**src/rtl/dispense_pkg.sv**
```systemverilog
// Shared types and sizing helpers for the multi-channel stepper dispense controller.
package dispense_pkg;

    typedef enum logic [2:0] {
        IDLE,
        SETTLE,
        STEP_HI,
        STEP_LO,
        DONE
    } state_t;

    function automatic int per_cyc(input int clk_hz, input int step_hz);
        return clk_hz / step_hz;
    endfunction

    // Bits needed to hold values 0..max_count-1, never less than one.
    function automatic int cnt_w(input int max_count);
        return (max_count > 1) ? $clog2(max_count) : 1;
    endfunction

    function automatic int max2(input int a, input int b);
        return (a > b) ? a : b;
    endfunction

endpackage

```
**src/rtl/step_timer.sv**
```systemverilog
// Loadable down-counter; tc is high while the count sits at zero.
module step_timer #(
    parameter int W = 8
) (
    input  logic         clk,
    input  logic         rst,
    input  logic         load,
    input  logic [W-1:0] load_val,
    output logic         tc
);

    logic [W-1:0] count;

    // NOTE: sequential state uses non-blocking assignments only.
    always_ff @(posedge clk or posedge rst) begin
        if (rst) begin
            count <= '0;
        end else if (load) begin
            count <= load_val;
        end else if (count != '0) begin
            count <= count - 1'b1;
        end
    end

    assign tc = (count == '0);

endmodule

```
**src/rtl/dispense_step_ctrl.sv**
```systemverilog
// Multi-channel stepper dispense controller: command in, timed step/dir/en out.
// Optional build macro DISP_RAMP_EN doubles the period of the first/last steps of each unit.
module dispense_step_ctrl
    import dispense_pkg::*;
#(
    parameter int CLK_HZ         = 12000000,
    parameter int STEP_HZ        = 500,
    parameter int PULSE_CYC      = 24,
    parameter int SETTLE_CYC     = 120,
    parameter int NUM_CH         = 4,
    parameter int AMT_W          = 3,
    parameter int STEPS_PER_UNIT = 200
) (
    input  logic                      clk_x1,
    input  logic                      rst,
    input  logic                      cmd_valid,
    output logic                      cmd_ready,
    input  logic [$clog2(NUM_CH)-1:0] cmd_ch,
    input  logic [AMT_W-1:0]          cmd_amt,
    input  logic                      cmd_dir,
    input  logic                      abort,
    output logic [NUM_CH-1:0]         step,
    output logic [NUM_CH-1:0]         dir,
    output logic [NUM_CH-1:0]         en,
    output logic                      busy,
    output logic [AMT_W-1:0]          units_done,
    output logic                      done,
    output logic                      aborted
);

    localparam int PER_CYC = per_cyc(CLK_HZ, STEP_HZ);
    localparam int CH_W    = $clog2(NUM_CH);
    localparam int TMR_W   = cnt_w(max2(SETTLE_CYC, 2 * PER_CYC));
    localparam int SPU_W   = cnt_w(STEPS_PER_UNIT);

    localparam logic [TMR_W-1:0] SETTLE_LD  = TMR_W'(SETTLE_CYC - 1);
    localparam logic [TMR_W-1:0] HI_LD      = TMR_W'(PULSE_CYC - 1);
    localparam logic [TMR_W-1:0] LO_LD      = TMR_W'(PER_CYC - PULSE_CYC - 1);
    localparam logic [TMR_W-1:0] LO_RAMP_LD = TMR_W'(2 * PER_CYC - PULSE_CYC - 1);
    localparam logic [SPU_W-1:0] SPU_LAST   = SPU_W'(STEPS_PER_UNIT - 1);

    state_t            state, state_next;
    logic [CH_W-1:0]   ch_q;
    logic [AMT_W-1:0]  amt_q;
    logic [SPU_W-1:0]  step_cnt;
    logic [NUM_CH-1:0] dir_q;
    logic              aborted_q;

    logic              tmr_load;
    logic [TMR_W-1:0]  tmr_val;
    logic              tmr_tc;

    logic accept, ch_ok, do_abort, unit_last, cmd_last, lo_ramp;

    assign accept    = cmd_valid && (state == IDLE);
    assign ch_ok     = int'(cmd_ch) < NUM_CH;
    assign do_abort  = abort && (state inside {SETTLE, STEP_HI, STEP_LO});
    assign unit_last = (step_cnt == SPU_LAST);
    assign cmd_last  = unit_last && ((units_done + AMT_W'(1)) == amt_q);

`ifdef DISP_RAMP_EN
    localparam int RAMP_N = (STEPS_PER_UNIT < 4) ? STEPS_PER_UNIT : 4;
    // step_cnt is the index of the step whose high phase is just ending.
    assign lo_ramp = (int'(step_cnt) < RAMP_N) ||
                     (int'(step_cnt) >= STEPS_PER_UNIT - RAMP_N);
`else
    assign lo_ramp = 1'b0;
`endif

    step_timer #(.W(TMR_W)) u_timer (
        .clk      (clk_x1),
        .rst      (rst),
        .load     (tmr_load),
        .load_val (tmr_val),
        .tc       (tmr_tc)
    );

    always_ff @(posedge clk_x1 or posedge rst) begin
        if (rst) begin
            state <= IDLE;
        end else begin
            state <= state_next;
        end
    end

    // NOTE: every always_comb output gets a default first so no path infers a latch.
    always_comb begin
        state_next = state;
        tmr_load   = 1'b0;
        tmr_val    = HI_LD;
        unique case (state)
            IDLE: begin
                if (accept && ch_ok) begin
                    if (cmd_amt == '0) begin
                        state_next = DONE;
                    end else begin
                        state_next = SETTLE;
                        tmr_load   = 1'b1;
                        tmr_val    = SETTLE_LD;
                    end
                end
            end
            SETTLE: begin
                if (do_abort) begin
                    state_next = IDLE;
                end else if (tmr_tc) begin
                    state_next = STEP_HI;
                    tmr_load   = 1'b1;
                end
            end
            STEP_HI: begin
                if (do_abort) begin
                    state_next = IDLE;
                end else if (tmr_tc) begin
                    state_next = STEP_LO;
                    tmr_load   = 1'b1;
                    tmr_val    = lo_ramp ? LO_RAMP_LD : LO_LD;
                end
            end
            STEP_LO: begin
                if (do_abort) begin
                    state_next = IDLE;
                end else if (tmr_tc) begin
                    if (cmd_last) begin
                        state_next = DONE;
                    end else begin
                        state_next = STEP_HI;
                        tmr_load   = 1'b1;
                    end
                end
            end
            DONE:    state_next = IDLE;
            default: state_next = IDLE;
        endcase
    end

    // Pin outputs decode from state so an asynchronous reset drops step/en at once.
    always_comb begin
        step      = '0;
        en        = '0;
        busy      = (state != IDLE);
        cmd_ready = (state == IDLE);
        done      = (state == DONE);
        if (state inside {SETTLE, STEP_HI, STEP_LO}) begin
            en[ch_q] = 1'b1;
        end
        if (state == STEP_HI) begin
            step[ch_q] = 1'b1;
        end
    end

    assign dir     = dir_q;
    assign aborted = aborted_q;

    always_ff @(posedge clk_x1 or posedge rst) begin
        if (rst) begin
            ch_q       <= '0;
            amt_q      <= '0;
            dir_q      <= '0;
            step_cnt   <= '0;
            units_done <= '0;
            aborted_q  <= 1'b0;
        end else begin
            aborted_q <= 1'b0;
            if (accept) begin
                ch_q       <= cmd_ch;
                amt_q      <= cmd_amt;
                units_done <= '0;
                step_cnt   <= '0;
                if (!ch_ok) begin
                    aborted_q <= 1'b1;
                end else if (cmd_amt != '0) begin
                    dir_q[cmd_ch] <= cmd_dir;
                end
            end else if (do_abort) begin
                // Abort freezes the counters, so a coincident completion is dropped.
                aborted_q <= 1'b1;
            end else if ((state == STEP_LO) && tmr_tc) begin
                if (unit_last) begin
                    step_cnt   <= '0;
                    units_done <= units_done + AMT_W'(1);
                end else begin
                    step_cnt <= step_cnt + SPU_W'(1);
                end
            end
        end
    end

endmodule
```
**config.mk**
```make
export PLATFORM = sky130hd
export DESIGN_NAME = dispense_step_ctrl
export DESIGN_NICKNAME = d
export VERILOG_FILES = /design/src/rtl/dispense_pkg.sv /design/src/rtl/step_timer.sv /design/src/rtl/dispense_step_ctrl.sv
export SDC_FILE = /design/constraint.sdc
export NUM_CORES = 1
export LEC_CHECK = 0
export BUFFER_PORTS_ARGS = -buffer_cell sky130_fd_sc_hd__buf_2
export CAP_MARGIN = 5
export CELL_PAD_IN_SITES_DETAIL_PLACEMENT = 1
export CELL_PAD_IN_SITES_GLOBAL_PLACEMENT = 1
export CORE_ASPECT_RATIO = 1.4
export CORE_UTILIZATION = 25
export CTS_CLUSTER_SIZE = 28
export DETAILED_ROUTE_END_ITERATION = 12
export PLACE_DENSITY = 0.48
export SKIP_LAST_GASP = 1
export SYNTH_ARGS = -nofsm -noshare
export SYNTH_HDL_FRONTEND = slang
export SYNTH_SLANG_ARGS = --single-unit
```
**constraint.sdc**
```tcl
create_clock -name clk_x1 -period 2.69 [get_ports clk_x1]
set_input_delay 0.1345 -clock clk_x1 [delete_from_list [all_inputs] [get_ports clk_x1]]
set_output_delay 0.1345 -clock clk_x1 [all_outputs]
set_load 0.1 [all_outputs]
```
==> flow_summary.yaml, run 1 <==
route:
  viasPerCell: 5.00
  vias: 1849
  drcViolationCount: 0
  drt_iter0_drc: 43
  ant_nets: 0
  wire_per_inst_um: 16.4
  wirelength_um: 6050
  drt_pre_antenna_iters: 4
layout:
  syn_to_final_growth_pct: 19.7
  final_cell_mix: "dfrtp_1, buf_2, nor2_1"
  antenna_cells: 0
  final_common_cell: "dfrtp_1"
  fin_area_mm2: 0.00270
  drive_gt1_frac: 0.230
  nNetsFinal: 278
  fillers: 1002
placement:
  gp_congestion: 0.703
  port_buffers: 28
  dp_slack_ps: 587
  dp_hpwl_um: 4550
  dpl_cell_area_mm2: 0.00254
worst_setup_path:
  path_class: "reg -> out"
  cp-start-kind: "flip-flop"
  cp_cell_sequence: "inv_1, or3_1, nor2_1, buf_2"
  slowest_stage: "dfrtp_1"
  end_kind: "primary output"
  r2r_slack_ps: 620
  cp.required_ps: 2560
  critPathMaxStageDelay_ps: 580
  crit_fanout: 9
  worstPathArrival_ps: 2020
cts:
  clk_pin_slew_ps: 60
  clk_latency_ps: 290
  cts_resized: 0
  htree_levels: 2
  cts-root-buf: "clkbuf_16"
  clk_path_buf_depth: 2
  cts_tree: "done"
  cts_setup_buffers: 0
  clock_sinks: 40
  cts_buffers: 5
status:
  outcome: "complete, no violations"
die:
  dieArea_mm2: 0.00942
  coreArea_mm2: 0.00866
  die_w_um: 82.3
  die_y_um: 114
  initial_utilization: 0.261
  pin_count: 29
  rows: 40
timing:
  worst_slack_ps: 539
  fin_crit_sh: 0.799
  hold_violations: 0
  slew_viol_final: 0
  setup_viol: 0
  tns_ps: 0
  worstMarginPinSlew_ps: 540
  fmax_ghz: 0.465
  slew_headroom: 0.637
  fin_skew_ps: 5.42
  min_period_ps: 2150
  rsz0062_at_grt: "false"
global_route:
  grt_pass1_vias: 2031
  overflow: 0
  antenna_found_initial: 0
  grtUsageTotal: 0.147
  grt_start_max_net_pins: 28
  grt_pass1_wl_um: 10200
logic_synthesis:
  synth-edff-count: 0
  syn_area_per_cell_um2: 9.69
  synth_ff_type: "dfrtp_1"
  netlist_area_mm2: 0.00226
  synth_seq_area_share: 0.443
  postSynth.asyncResetShare: 1.00
  syn_inst: 233
  ys_warn_count: 0
  syn_nets: 247
  ys_seq_elements: 40
  ys_types: 43
pwr:
  power_density_mw_per_mm2: 806
  irDropWorstVdd_mv: 0.601
  p_leak_uw: 0.00111
run:
  cap_violations: 0
hold_path:
  min_path_type: "in -> reg"
## flip-flops by register name (all words and copies together) (netlist names)
| register | flops |
|---|---|
| aborted | 1 |
| amt_q | 3 |
| ch_q | 2 |
| dir | 4 |
| state | 3 |
| step_cnt | 8 |
| u_timer.count | 16 |
| units_done | 3 |
## stage by stage
| step | util | power, uW | hold WS, ps | cells |
|---|---|---|---|---|
| floorplan | - | 1430 | 204 | 233 |
| global placement | 0.294 | 1580 | 133 | 361 |
| detailed placement | 0.294 | 1590 | 131 | 361 |
| CTS | 0.312 | 2220 | 87.5 | 370 |
| global route | 0.312 | 2280 | 101 | 370 |
| finish | 0.312 | 2180 | 92.5 | 370 |
## path summary, 6_finish.rpt
path	from	end	depth (start not counted)
max	state[1]	step[3]	4
min reg2reg	dir[1]	dir[1]	1
min	cmd_amt[1]	amt_q[1]	2
max reg2reg	u_timer.count[7]	state[1]	4
min in group asynchronous	rst	u_timer.count[9]	3
max in group asynchronous	rst	dir[1]	4
## power breakdown
part / internal, uW / switching, uW
combinational: 192 / 569
clock: 366 / 248
sequential: 694 / 109
total: 1250 / 927
## layer usage
layer | vias up | global-route usage | part of all wire
met3 | 8 | 0.0199 | 0.014
met2 | 17 | 0.265 | 0.54
met1 | 923 | 0.163 | 0.42
met5 | - | 0 | 0
met4 | 0 | 0.0749 | 0.022
li1 | 901 | - | -
## area by class of cell
type	count	area, um2	share of cell area
timing repair buffer	34	188	0.0694
multi-input combinational	176	1210	0.447
sequential	40	1000	0.370
clock inverter	2	10.0	0.00370
clock buffer	6	139	0.0514
tap	105	131	0.0486
inverter	7	26.3	0.00972
## what timing repair did
item / in CTS / in global routing
endpoints found under the hold margin: 13 / 0
endpoints found under the setup margin: 0 / 0
hold buffers: 1 / 0
## cell usage after synthesis (3+ instances only)
cell type	n	area share
clkbuf_1	5	0.0083
nor2_1	22	0.037
nand2_1	17	0.028
nand2b_1	3	0.0083
nand4_1	5	0.014
buf_2	5	0.011
nand3_1	5	0.011
nor3_1	15	0.033
or3_1	16	0.044
and3_1	4	0.011
xor2_1	8	0.031
mux2_2	9	0.045
o31ai_1	8	0.027
ha_1	4	0.022
o21ai_0	7	0.016
a21oi_1	14	0.031
xnor2_1	9	0.035
dfrtp_1	40	0.44
inv_1	7	0.012
## cell families (layout without fill, tap and decap cells)
group / Yosys count / in the layout / share of synthesized area
simple gates: 108 / 108 / 0.281
flops: 40 / 40 / 0.443
compound gates: 37 / 37 / 0.107
xor+xnor: 17 / 17 / 0.0659
buf+inv: 17 / 49 / 0.0310
mux: 10 / 10 / 0.0493
fa+ha+maj: 4 / 4 / 0.0222
## critical path, delay by kind of cell, from the launching register on
| family | cells | cell delay [ps] |
|---|---|---|
| flip-flops | 1 | 580 |
| buffers and inverters | 2 | 560 |
| AND/OR/NAND/NOR | 2 | 580 |
(Power assumes the default switching activity.)
==> run 2: changes to the inputs <==
--- a/config.mk
+++ b/config.mk
@@ -13,7 +13,7 @@
 export CORE_UTILIZATION = 25
 export CTS_CLUSTER_SIZE = 28
 export DETAILED_ROUTE_END_ITERATION = 12
-export PLACE_DENSITY = 0.48
+export PLACE_DENSITY = 0.49
 export SKIP_LAST_GASP = 1
 export SYNTH_ARGS = -nofsm -noshare
 export SYNTH_HDL_FRONTEND = slang
==> constraint.sdc (replaced) <==
create_clock -name clk_x1 -period 1.8 [get_ports clk_x1]
set_input_delay 0.09 -clock clk_x1 [delete_from_list [all_inputs] [get_ports clk_x1]]
set_output_delay 0.09 -clock clk_x1 [all_outputs]
set_load 0.1 [all_outputs]
==> run 2 against run 1 <==
  * The run now ends with setup timing left
  * Power increased by 61%
  * Die area is the same
  * Combinational power is 94% higher
  * Critical endpoint is now step_cnt[6]
  * Worst setup slack worse by 580 ps
  * Sequential power increased by 44%
  * Worst hold slack worse by 41 ps
  * Clock skew increased by 1.3 ps
==> flow_summary.yaml, run 2 (synthesis results as in run 1) <==
layout:
  largest_reg_flops: 16
  final_common_cell: "buf_4"
  top_register: "u_timer.count"
  antenna_cells: 0
  fillers: 982
  nNetsFinal: 326
  final_cell_count_no_fill: 417
  fin_util: 0.390
  seq_area_mm2: 0.00101
  final_cell_mix: "buf_4, dfrtp_1, buf_2"
  multi_input_area_mm2: 0.00140
  syn_to_final_growth_pct: 49.4
  drive_gt1_frac: 0.458
route:
  viasPerCell: 4.90
  vias: 2043
  wirelength_um: 6690
  drt_iter0_drc: 53
  drcViolationCount: 0
  drt_pre_antenna_iters: 3
  ant_nets: 0
  wire_per_inst_um: 16.0
cts:
  cts-root-buf: "clkbuf_16"
  clk_latency_ps: 290
  cts_buffers: 5
  htree_levels: 2
  clock_sinks: 40
  cts_tree: "done"
  clk_path_buf_depth: 2
  clk_pin_slew_ps: 60
status:
  outcome: "complete, but fails checks"
  violations: "setup timing"
worst_setup_path:
  r2r_start: "u_timer.count[2]"
  rr_endpoint: "step_cnt[6]"
  path_class: "reg -> reg"
  cp-start-kind: "flip-flop"
  end_kind: "flip-flop"
  worstRegToRegCells: 5
  cp.required_ps: 2010
  worstPathArrival_ps: 2050
  r2r_slack_ps: -40
  crit_fanout: 5
die:
  coreArea_mm2: 0.00866
  initial_utilization: 0.261
  die_y_um: 114
  rows: 40
  pin_count: 29
  dieArea_mm2: 0.00942
  die_w_um: 82.3
pwr:
  p_comb_frac: 0.421
  p_leak_uw: 0.00139
  irDropWorstVdd_mv: 1.08
  p_int_uw: 2030
  power_density_mw_per_mm2: 1040
  p_switching_uw: 1480
  swShare: 0.422
  clkPwrFrac: 0.247
  seq_power_share: 0.332
placement:
  dp_cells: 397
  gp_congestion: 0.722
  dp_hpwl_um: 4810
  port_buffers: 28
hold_path:
  hold_end: "amt_q[0]"
  hold_path_depth: 2
  holdCritStartpoint: "cmd_amt[0]"
  min_path_type: "in -> reg"
timing:
  min_period_ps: 1840
  slew_viol_final: 0
  worst_slack_ps: -37.4
  hold_violations: 0
  worstMarginPinSlew_ps: 564
  rsz0062_at_grt: "true"
  setup_viol: 6
  fin_skew_ps: 6.74
  fin_crit_sh: 1.02
  fmax_ghz: 0.544
  hold_ws_ps: 51.7
  slew_headroom: 0.624
global_route:
  grt_start_max_net_pins: 41
  grtUsageTotal: 0.158
  overflow: 0
  antenna_found_initial: 0
  grt_pass1_vias: 2195
  grt_pass1_wl_um: 10900
run:
  cap_violations: 0
run 2: changes by cell type in the layout (fill, tap and decap cells not counted), moves of 5 or more:
cell / delta
buf_2: -8
buf_4: +47
nor2_1: -8
dfrtp_1: -5
buf_12: +8
nor3_1: -6
run 2: worst max-delay path, cell delays in order (launching register included):
cell	delay, ps
dfrtp_1	410
nor4_4	350
and3b_2	320
nand4_1	160
or3b_1	380
a21oi_1	160
run 2: stage by stage:
stage               area [um2]  TNS, ps  setup slack [ps]  power, uW
global route              3370    -1760              -139       3680
floorplan                 2350    -2620              -684       2200
CTS                       3250     -185             -37.6       3520
global placement          2980     -200             -56.9       2570
finish                    3370    -99.8             -37.4       3510
detailed placement        2980     -708              -121       2580
run 2: power groups by stage:
stage          Combinational (uW)  Clock (uW)  Sequential, uW
4_1_cts                      1450         897            1170
3_3_place_gp                 1390           0            1180
3_5_place_dp                 1400           0            1190
5_1_grt                      1570         917            1180
2_1_floorplan                 717           0            1480
6_report                     1480         868            1160
run 2: how the worst max path moves through the flow:
stage | to | slack, ps | cells after the start | startpoint
detailed placement | state[1] | -120 | 5 | u_timer.count[10]
CTS | step_cnt[6] | -40 | 5 | u_timer.count[5]
finish | step_cnt[6] | -40 | 5 | u_timer.count[2]
global placement | state[1] | -60 | 5 | u_timer.count[11]
floorplan | state[2] | -680 | 5 | state[2]
global route | step_cnt[6] | -140 | 5 | u_timer.count[2]
run 2: area by class of cell:
type / count / area share
clock buffers: 6 / 0.0382
well taps: 105 / 0.0389
repair buffers: 82 / 0.199
multi-input cells: 176 / 0.415
clock inverters: 1 / 0.00148
flip-flops and latches: 40 / 0.299
inverters: 7 / 0.00779
run 2: repair_timing:
action / CTS / global route
hold buffers: 1 / 0
buffers inserted: 5 / 8
hold endpoints to repair: 40 / 0
gates resized for setup: 20 / 23
setup endpoints to repair: 26 / 32
pin swaps: 6 / 15
run 2: metal layers:
metal / up-vias / share of wire / track usage
met4: 0 / 0.023 / 0.0632
met1: 1017 / 0.39 / 0.170
met5: - / 0 / 0
met3: 10 / 0.021 / 0.0295
met2: 21 / 0.56 / 0.293
li1: 995 / - / -
